### src/rtl/fp_arith_pkg.sv
// Shared definitions for the sequential multiply/divide slice.
//   OP_MUL / OP_DIV : operation select encoding
//   state_t         : controller state encoding (IDLE, CALC, FINISH)
//   clog2()         : ceiling log2, usable in constant expressions
package fp_arith_pkg;

  localparam logic OP_MUL = 1'b0;
  localparam logic OP_DIV = 1'b1;

  typedef enum logic [1:0] {
    IDLE,
    CALC,
    FINISH
  } state_t;

  function automatic int unsigned clog2(input int unsigned value);
    int unsigned bits;
    bits = 0;
    for (int unsigned i = 0; i < 32; i++) begin
      if ((64'd1 << i) < 64'(value)) bits = i + 1;
    end
    return bits;
  endfunction

endpackage

### src/rtl/seq_muldiv_core.sv
// Iterative unsigned multiply (shift-add) / divide (restoring) engine.
// One iteration per cycle, WIDTH iterations per operation; divide by zero
// finishes immediately.
// Ports:
//   clk, rst_n      clock, asynchronous active-low reset
//   start           begin an operation on op/a/b (ignored while busy)
//   abort           synchronous abort back to IDLE, outputs held
//   op              OP_MUL or OP_DIV
//   a, b            operands (multiplicand/multiplier, dividend/divisor)
//   busy            high while iterating
//   done            one-cycle pulse while the new outputs are presented
//   result          product low half or quotient
//   remainder       divide remainder, 0 after multiply
//   ovf             product high half non-zero
//   div_zero        last divide had divisor 0
module seq_muldiv_core
  import fp_arith_pkg::*;
#(
  parameter int unsigned WIDTH = 32
) (
  input  logic             clk,
  input  logic             rst_n,
  input  logic             start,
  input  logic             abort,
  input  logic             op,
  input  logic [WIDTH-1:0] a,
  input  logic [WIDTH-1:0] b,
  output logic             busy,
  output logic             done,
  output logic [WIDTH-1:0] result,
  output logic [WIDTH-1:0] remainder,
  output logic             ovf,
  output logic             div_zero
);

  localparam int unsigned CW = clog2(WIDTH);

  state_t           state_q, state_d;
  logic [CW-1:0]    cnt_q, cnt_d;
  logic             op_q, op_d;
  // hi: upper product half / partial remainder; lo: multiplier / quotient
  logic [WIDTH-1:0] hi_q, hi_d;
  logic [WIDTH-1:0] lo_q, lo_d;
  logic [WIDTH-1:0] opd_q, opd_d;
  logic [WIDTH-1:0] result_d, remainder_d;
  logic             ovf_d, div_zero_d;

  logic [WIDTH:0]   mul_sum;
  logic [WIDTH:0]   div_shift;
  logic [WIDTH:0]   div_diff;
  logic             div_ge;
  logic [WIDTH-1:0] step_hi, step_lo;

  // One iteration of whichever algorithm is active.
  always_comb begin
    mul_sum   = {1'b0, hi_q} + (lo_q[0] ? {1'b0, opd_q} : '0);
    div_shift = {hi_q, lo_q[WIDTH-1]};
    div_diff  = div_shift - {1'b0, opd_q};
    // Partial remainder is always < divisor, so the shifted value is below
    // twice the divisor and the subtraction's top bit is a clean borrow.
    div_ge    = ~div_diff[WIDTH];
    if (op_q == OP_MUL) begin
      step_hi = mul_sum[WIDTH:1];
      step_lo = {mul_sum[0], lo_q[WIDTH-1:1]};
    end else begin
      step_hi = div_ge ? div_diff[WIDTH-1:0] : div_shift[WIDTH-1:0];
      step_lo = {lo_q[WIDTH-2:0], div_ge};
    end
  end

  always_comb begin
    state_d     = state_q;
    cnt_d       = cnt_q;
    op_d        = op_q;
    hi_d        = hi_q;
    lo_d        = lo_q;
    opd_d       = opd_q;
    result_d    = result;
    remainder_d = remainder;
    ovf_d       = ovf;
    div_zero_d  = div_zero;
    unique case (state_q)
      IDLE, FINISH: begin
        state_d = IDLE;
        if (start && !abort) begin
          op_d  = op;
          cnt_d = '0;
          if (op == OP_DIV && b == '0) begin
            result_d    = '1;
            remainder_d = a;
            ovf_d       = 1'b0;
            div_zero_d  = 1'b1;
            state_d     = FINISH;
          end else begin
            hi_d    = '0;
            lo_d    = (op == OP_MUL) ? b : a;
            opd_d   = (op == OP_MUL) ? a : b;
            state_d = CALC;
          end
        end
      end
      CALC: begin
        if (abort) begin
          state_d = IDLE;
        end else begin
          hi_d  = step_hi;
          lo_d  = step_lo;
          cnt_d = cnt_q + CW'(1);
          // Outputs load on the last iteration so they are valid alongside done.
          if (cnt_q == CW'(WIDTH - 1)) begin
            state_d    = FINISH;
            result_d   = step_lo;
            div_zero_d = 1'b0;
            if (op_q == OP_MUL) begin
              remainder_d = '0;
              ovf_d       = |step_hi;
            end else begin
              remainder_d = step_hi;
              ovf_d       = 1'b0;
            end
          end
        end
      end
      default: state_d = IDLE;
    endcase
  end

  always_ff @(posedge clk or negedge rst_n) begin
    if (!rst_n) begin
      state_q   <= IDLE;
      cnt_q     <= '0;
      op_q      <= 1'b0;
      hi_q      <= '0;
      lo_q      <= '0;
      opd_q     <= '0;
      result    <= '0;
      remainder <= '0;
      ovf       <= 1'b0;
      div_zero  <= 1'b0;
    end else begin
      state_q   <= state_d;
      cnt_q     <= cnt_d;
      op_q      <= op_d;
      hi_q      <= hi_d;
      lo_q      <= lo_d;
      opd_q     <= opd_d;
      result    <= result_d;
      remainder <= remainder_d;
      ovf       <= ovf_d;
      div_zero  <= div_zero_d;
    end
  end

  assign busy = (state_q == CALC);
  assign done = (state_q == FINISH);

endmodule

### src/rtl/seq_muldiv_loader.sv
// Operand loader plus sequential unsigned multiply/divide.
// Two WIDTH-bit operands are assembled from CHUNK-bit slices (a first, LS
// slice first, then b); the final slice starts the calculation.
// Ports:
//   CLOCK_50   system clock, rising edge
//   reset_n    asynchronous active-low reset
//   load       one-cycle load strobe (edge-detected upstream)
//   load_data  operand slice captured on load
//   op_sel     0 = multiply, 1 = divide; sampled on the final load
//   clear      synchronous abort of loading/calculation
//   load_idx   index of the next slice to be accepted
//   busy       calculation in progress
//   done       one-cycle pulse when outputs update
//   result     product low half or quotient
//   remainder  divide remainder, 0 after multiply
//   ovf        multiply overflow (high half non-zero)
//   div_zero   last divide had divisor 0
module seq_muldiv_loader
  import fp_arith_pkg::*;
#(
  parameter int unsigned WIDTH  = 32,
  parameter int unsigned CHUNK  = 16,
  parameter int unsigned NCHUNK = WIDTH / CHUNK
) (
  input  logic                             CLOCK_50,
  input  logic                             reset_n,
  input  logic                             load,
  input  logic [CHUNK-1:0]                 load_data,
  input  logic                             op_sel,
  input  logic                             clear,
  output logic [clog2(2*NCHUNK)-1:0]       load_idx,
  output logic                             busy,
  output logic                             done,
  output logic [WIDTH-1:0]                 result,
  output logic [WIDTH-1:0]                 remainder,
  output logic                             ovf,
  output logic                             div_zero
);

  localparam int unsigned IDXW = clog2(2 * NCHUNK);

  if (WIDTH < 4) begin : g_bad_width
    $error("seq_muldiv_loader: WIDTH must be at least 4");
  end
  if ((WIDTH % CHUNK) != 0 || NCHUNK != WIDTH / CHUNK) begin : g_bad_chunk
    $error("seq_muldiv_loader: WIDTH must be a multiple of CHUNK, NCHUNK derived");
  end

  logic [WIDTH-1:0] a_q, b_q;
  logic [WIDTH-1:0] a_d, b_d;
  logic             accept;
  logic             final_load;

  assign accept     = load && !busy && !clear;
  assign final_load = accept && (load_idx == IDXW'(2 * NCHUNK - 1));

  // Operand registers with the current slice merged in. The core takes b_d
  // directly so the final slice reaches it in the same cycle it is loaded.
  always_comb begin
    a_d = a_q;
    b_d = b_q;
    for (int unsigned i = 0; i < NCHUNK; i++) begin
      if (load_idx == IDXW'(i))          a_d[i*CHUNK +: CHUNK] = load_data;
      if (load_idx == IDXW'(i + NCHUNK)) b_d[i*CHUNK +: CHUNK] = load_data;
    end
  end

  always_ff @(posedge CLOCK_50 or negedge reset_n) begin
    if (!reset_n) begin
      load_idx <= '0;
      a_q      <= '0;
      b_q      <= '0;
    end else if (clear) begin
      load_idx <= '0;
      a_q      <= '0;
      b_q      <= '0;
    end else if (accept) begin
      a_q      <= a_d;
      b_q      <= b_d;
      load_idx <= final_load ? '0 : load_idx + IDXW'(1);
    end
  end

  seq_muldiv_core #(
    .WIDTH (WIDTH)
  ) u_core (
    .clk       (CLOCK_50),
    .rst_n     (reset_n),
    .start     (final_load),
    .abort     (clear),
    .op        (op_sel),
    .a         (a_q),
    .b         (b_d),
    .busy      (busy),
    .done      (done),
    .result    (result),
    .remainder (remainder),
    .ovf       (ovf),
    .div_zero  (div_zero)
  );

endmodule

### config.mk
export PLATFORM = sky130hd
export DESIGN_NAME = seq_muldiv_loader
export DESIGN_NICKNAME = d
export VERILOG_FILES = /design/src/rtl/fp_arith_pkg.sv /design/src/rtl/seq_muldiv_core.sv /design/src/rtl/seq_muldiv_loader.sv
export SDC_FILE = /design/constraint.sdc
export NUM_CORES = 1
export LEC_CHECK = 0
export CAP_MARGIN = 20
export CORE_MARGIN = 2
export CORE_UTILIZATION = 50
export CTS_BUF_LIST = sky130_fd_sc_hd__clkbuf_16
export DETAILED_ROUTE_END_ITERATION = 16
export PLACE_DENSITY_LB_ADDON = 0.3
export SYNTH_ARGS = -nofsm -noshare
export SYNTH_HDL_FRONTEND = slang
export SYNTH_HIERARCHICAL = 1
export SYNTH_SLANG_ARGS = --single-unit
### constraint.sdc
create_clock -name CLOCK_50 -period 10.2 [get_ports CLOCK_50]
set_input_delay 1.02 -clock CLOCK_50 [delete_from_list [all_inputs] [get_ports CLOCK_50]]
set_output_delay 1.02 -clock CLOCK_50 [all_outputs]
set_load 0.01 [all_outputs]
==> run summary <==
status -> completed
Chip Width -> 187 um
Worst setup startpoint -> load_idx[0]
DRT Pass-1 Iters -> 6
# clock sinks -> 236
gr usage total -> 32.0%
HPWL Detailed -> 42.1 mm
Fin Setup TNS -> 0 ns
Post-synth EDFFs -> 0
post-synth top area share -> 35.3%
Critical Path RT -> 10.61 ns
via count -> 15864
clock transition at the registers of the reported paths -> 0.07 ns
Cell variety after synth -> 90
hold_buf cts -> 0
flop-to-flop setup slack -> 5.28 ns
Max stage delay on crit path -> 0.75 ns
drt via density -> 6.52
Clock Latency Late Sink -> 0.54 ns
overall power -> 4.25 mW
Setup crit start kind -> register
Routed WL -> 57.0 mm
max_cap viols -> 0
CTS tree -> built
crit path capture type -> register
vias in the first global route -> 14871
TritonCTS Buffers -> 24
clock skew -> 0.0249 ns
routability congestion estimate -> 0.978
Post-synth top cells -> 257 x nand2_1, 236 x dfrtp_1, 221 x a21oi_1
top post-synthesis cells by area -> dfrtp_1 35%, a21oi_1 6.6%, nand2_1 5.8%, ha_1 5.2%, mux2i_1 4.4%
Top Family by Delay on Critical Path -> simple AND/OR/NAND/NOR gates
Peak Freq -> 0.203 GHz
Synth async-reset ratio -> 100%
slack of the critical path -> 5.28 ns
largest net degree at the start of global routing -> 120
CP Max Fanout -> 76
area grow syn2layout -> 10.4%
top_reg_cell synth -> dfrtp_1
RSZ-0062 raised after global routing -> false
Mean Syn Cell Area -> 8.46 sq um
Post-Syn Area -> 0.0167 sq mm
DRC -> 0
net total in the final layout -> 2067
LEAKAGE -> 8.30 nW
DR WL/cell -> 23.4 um
Clock Root Buffer -> clkbuf_16
pre-CTS setup slack -> 4.97 ns
Final Hold Vio Count -> 0
ANT nets after route -> 0
worst slew pin tran -> 1.18 ns
PortBufs -> 90
Chip Height -> 187 um
# rows -> 66
Tcrit/Tclk final -> 48.3%
setup violators final -> 0
H-tree levels -> 1
CP max stage cell -> ha_1
core area -> 0.0327 sq mm
power per standard cell area -> 231 mW/mm^2
CTS-repair resized insts -> 0
Post-CTS Setup Bufs -> 0
initial core utilization -> 51.1%
Hold Startpoint -> u_core/lo_q[12]
Bufs and invs on worst path -> 2
n_diodes -> 0
warnings from Yosys -> 6
share of layout cells above drive strength 1 -> 7.48%
Crit Path Category -> register to register
grt total ovfl -> 0
I/O pins -> 91
Final min period -> 4.92 ns
most used cell, CP -> buf_4
initial antenna violation count -> 0
sequential share of the synthesized area -> 35.3%
fill cell count -> 3048
Max Slew Vio Count -> 0
largest area contributor in the netlist -> dfrtp_1
CP Cell Sequence -> ha_1 > mux2_2 > nor4_1 > nand4_1 > nor3_1 > nor2b_4 > buf_4 > nor2_4 > buf_4 > a211oi_1 > a21o_1
WHS -> 0.494 ns
Die Area -> 0.0349 sq mm
crit path DAT -> 5.33 ns
top-count cell post-synth -> nand2_1
Max VDD drop -> 0.155 mV
FF-to-FF Start -> load_idx[0]
Yosys reg bits -> 236
Slew headroom -> 21.1%
HP Class -> register to register
Cells after Synth -> 1975
first-pass GRT wire length -> 87.9 mm
Max clock buf depth -> 3
Syn Nets -> 2068
1st-iter DRT viols -> 1964
worst paths after layout:
| kind | endpoint | cells past startpoint |
|---|---|---|
| max in group asynchronous | u_core/op_q | 4 |
| worst max register to register | u_core/lo_q[7] | 11 |
| worst min-delay path | u_core/lo_q[12] | 1 |
| worst min register to register | u_core/lo_q[12] | 1 |
| worst max-delay path | u_core/lo_q[7] | 11 |
| min in group asynchronous | u_core/result[11] | 1 |
placed cells by master (no fill, tap or decap), types with 21 or more instances in the layout:
cell type	count
nand2_1	256
dfrtp_1	235
a21oi_1	221
nor2_1	154
clkdlybuf4s50_1	87
a211oi_1	79
mux2i_1	73
ha_1	70
o21ai_0	67
a21o_1	65
inv_1	58
nand3_1	49
and2_1	39
nor2b_1	38
nor3_1	35
mux2_2	33
a21oi_2	25
clkbuf_16	25
o21a_1	24
o211ai_1	21
a31oi_1	21
worst register-to-register path, stage by stage, from the launching register on:
cell and delay, ns:
dfrtp_1 0.46, ha_1 0.75, mux2_2 0.47, nor4_1 0.55
nand4_1 0.18, nor3_1 0.41, nor2b_4 0.06, buf_4 0.37
nor2_4 0.51, buf_4 0.65, a211oi_1 0.21, a21o_1 0.21
cell families (layout without fill, tap and decap cells):
| kind of cell | after synthesis | count (layout) | synth area share, % |
|---|---|---|---|
| compound gates | 646 | 646 | 25.8 |
| xor+xnor | 35 | 35 | 1.83 |
| fa+ha+maj | 72 | 72 | 5.48 |
| buf+inv | 188 | 205 | 5.07 |
| flops | 236 | 236 | 35.3 |
| mux | 107 | 107 | 6.68 |
| simple gates | 691 | 691 | 19.8 |
final cells by class:
| cell class | count | area, sq um | area share (%) |
|---|---|---|---|
| Multi-Input combinational cell | 1551 | 9990 | 54.2 |
| Sequential cell | 236 | 5910 | 32.0 |
| Timing Repair Buffer | 106 | 1040 | 5.63 |
| Clock buffer | 25 | 626 | 3.39 |
| Tap cell | 442 | 553 | 3.00 |
| Inverter | 55 | 206 | 1.12 |
| Clock inverter | 19 | 121 | 0.658 |
per-layer routing:
layer,up-vias,wire (um),GRT usage (%)
met5,-,0,0
met4,0,2520,12.0
met3,137,5510,5.83
li1,7184,-,-
met2,819,25000,49.1
met1,7724,24000,45.0
metrics by stage:
stage / std cells / util (%) / instance area, sq um
after floorplan: 1975 / - / 16700
after global placement: 2389 / 54.0 / 17700
after detailed placement: 2389 / 54.0 / 17700
after CTS: 2433 / 56.3 / 18400
after global routing: 2434 / 56.4 / 18400
final: 2434 / 56.4 / 18400
registers in the layout (all words and copies together), names as in the netlist:
name / count
a_q: 32
b_q: 32
load_idx: 2
u_core/cnt_q: 5
u_core/div_zero: 1
u_core/hi_q: 32
u_core/lo_q: 32
u_core/op_q: 1
u_core/opd_q: 32
u_core/ovf: 1
u_core/remainder: 32
u_core/result: 32
u_core/state_q: 2
where the power goes:
part           internal (mW)  switching [mW]
combinational          0.763            1.45
clock                  0.471           0.387
sequential              1.04           0.142
Note: power is estimated with default switching activity, not from simulation.
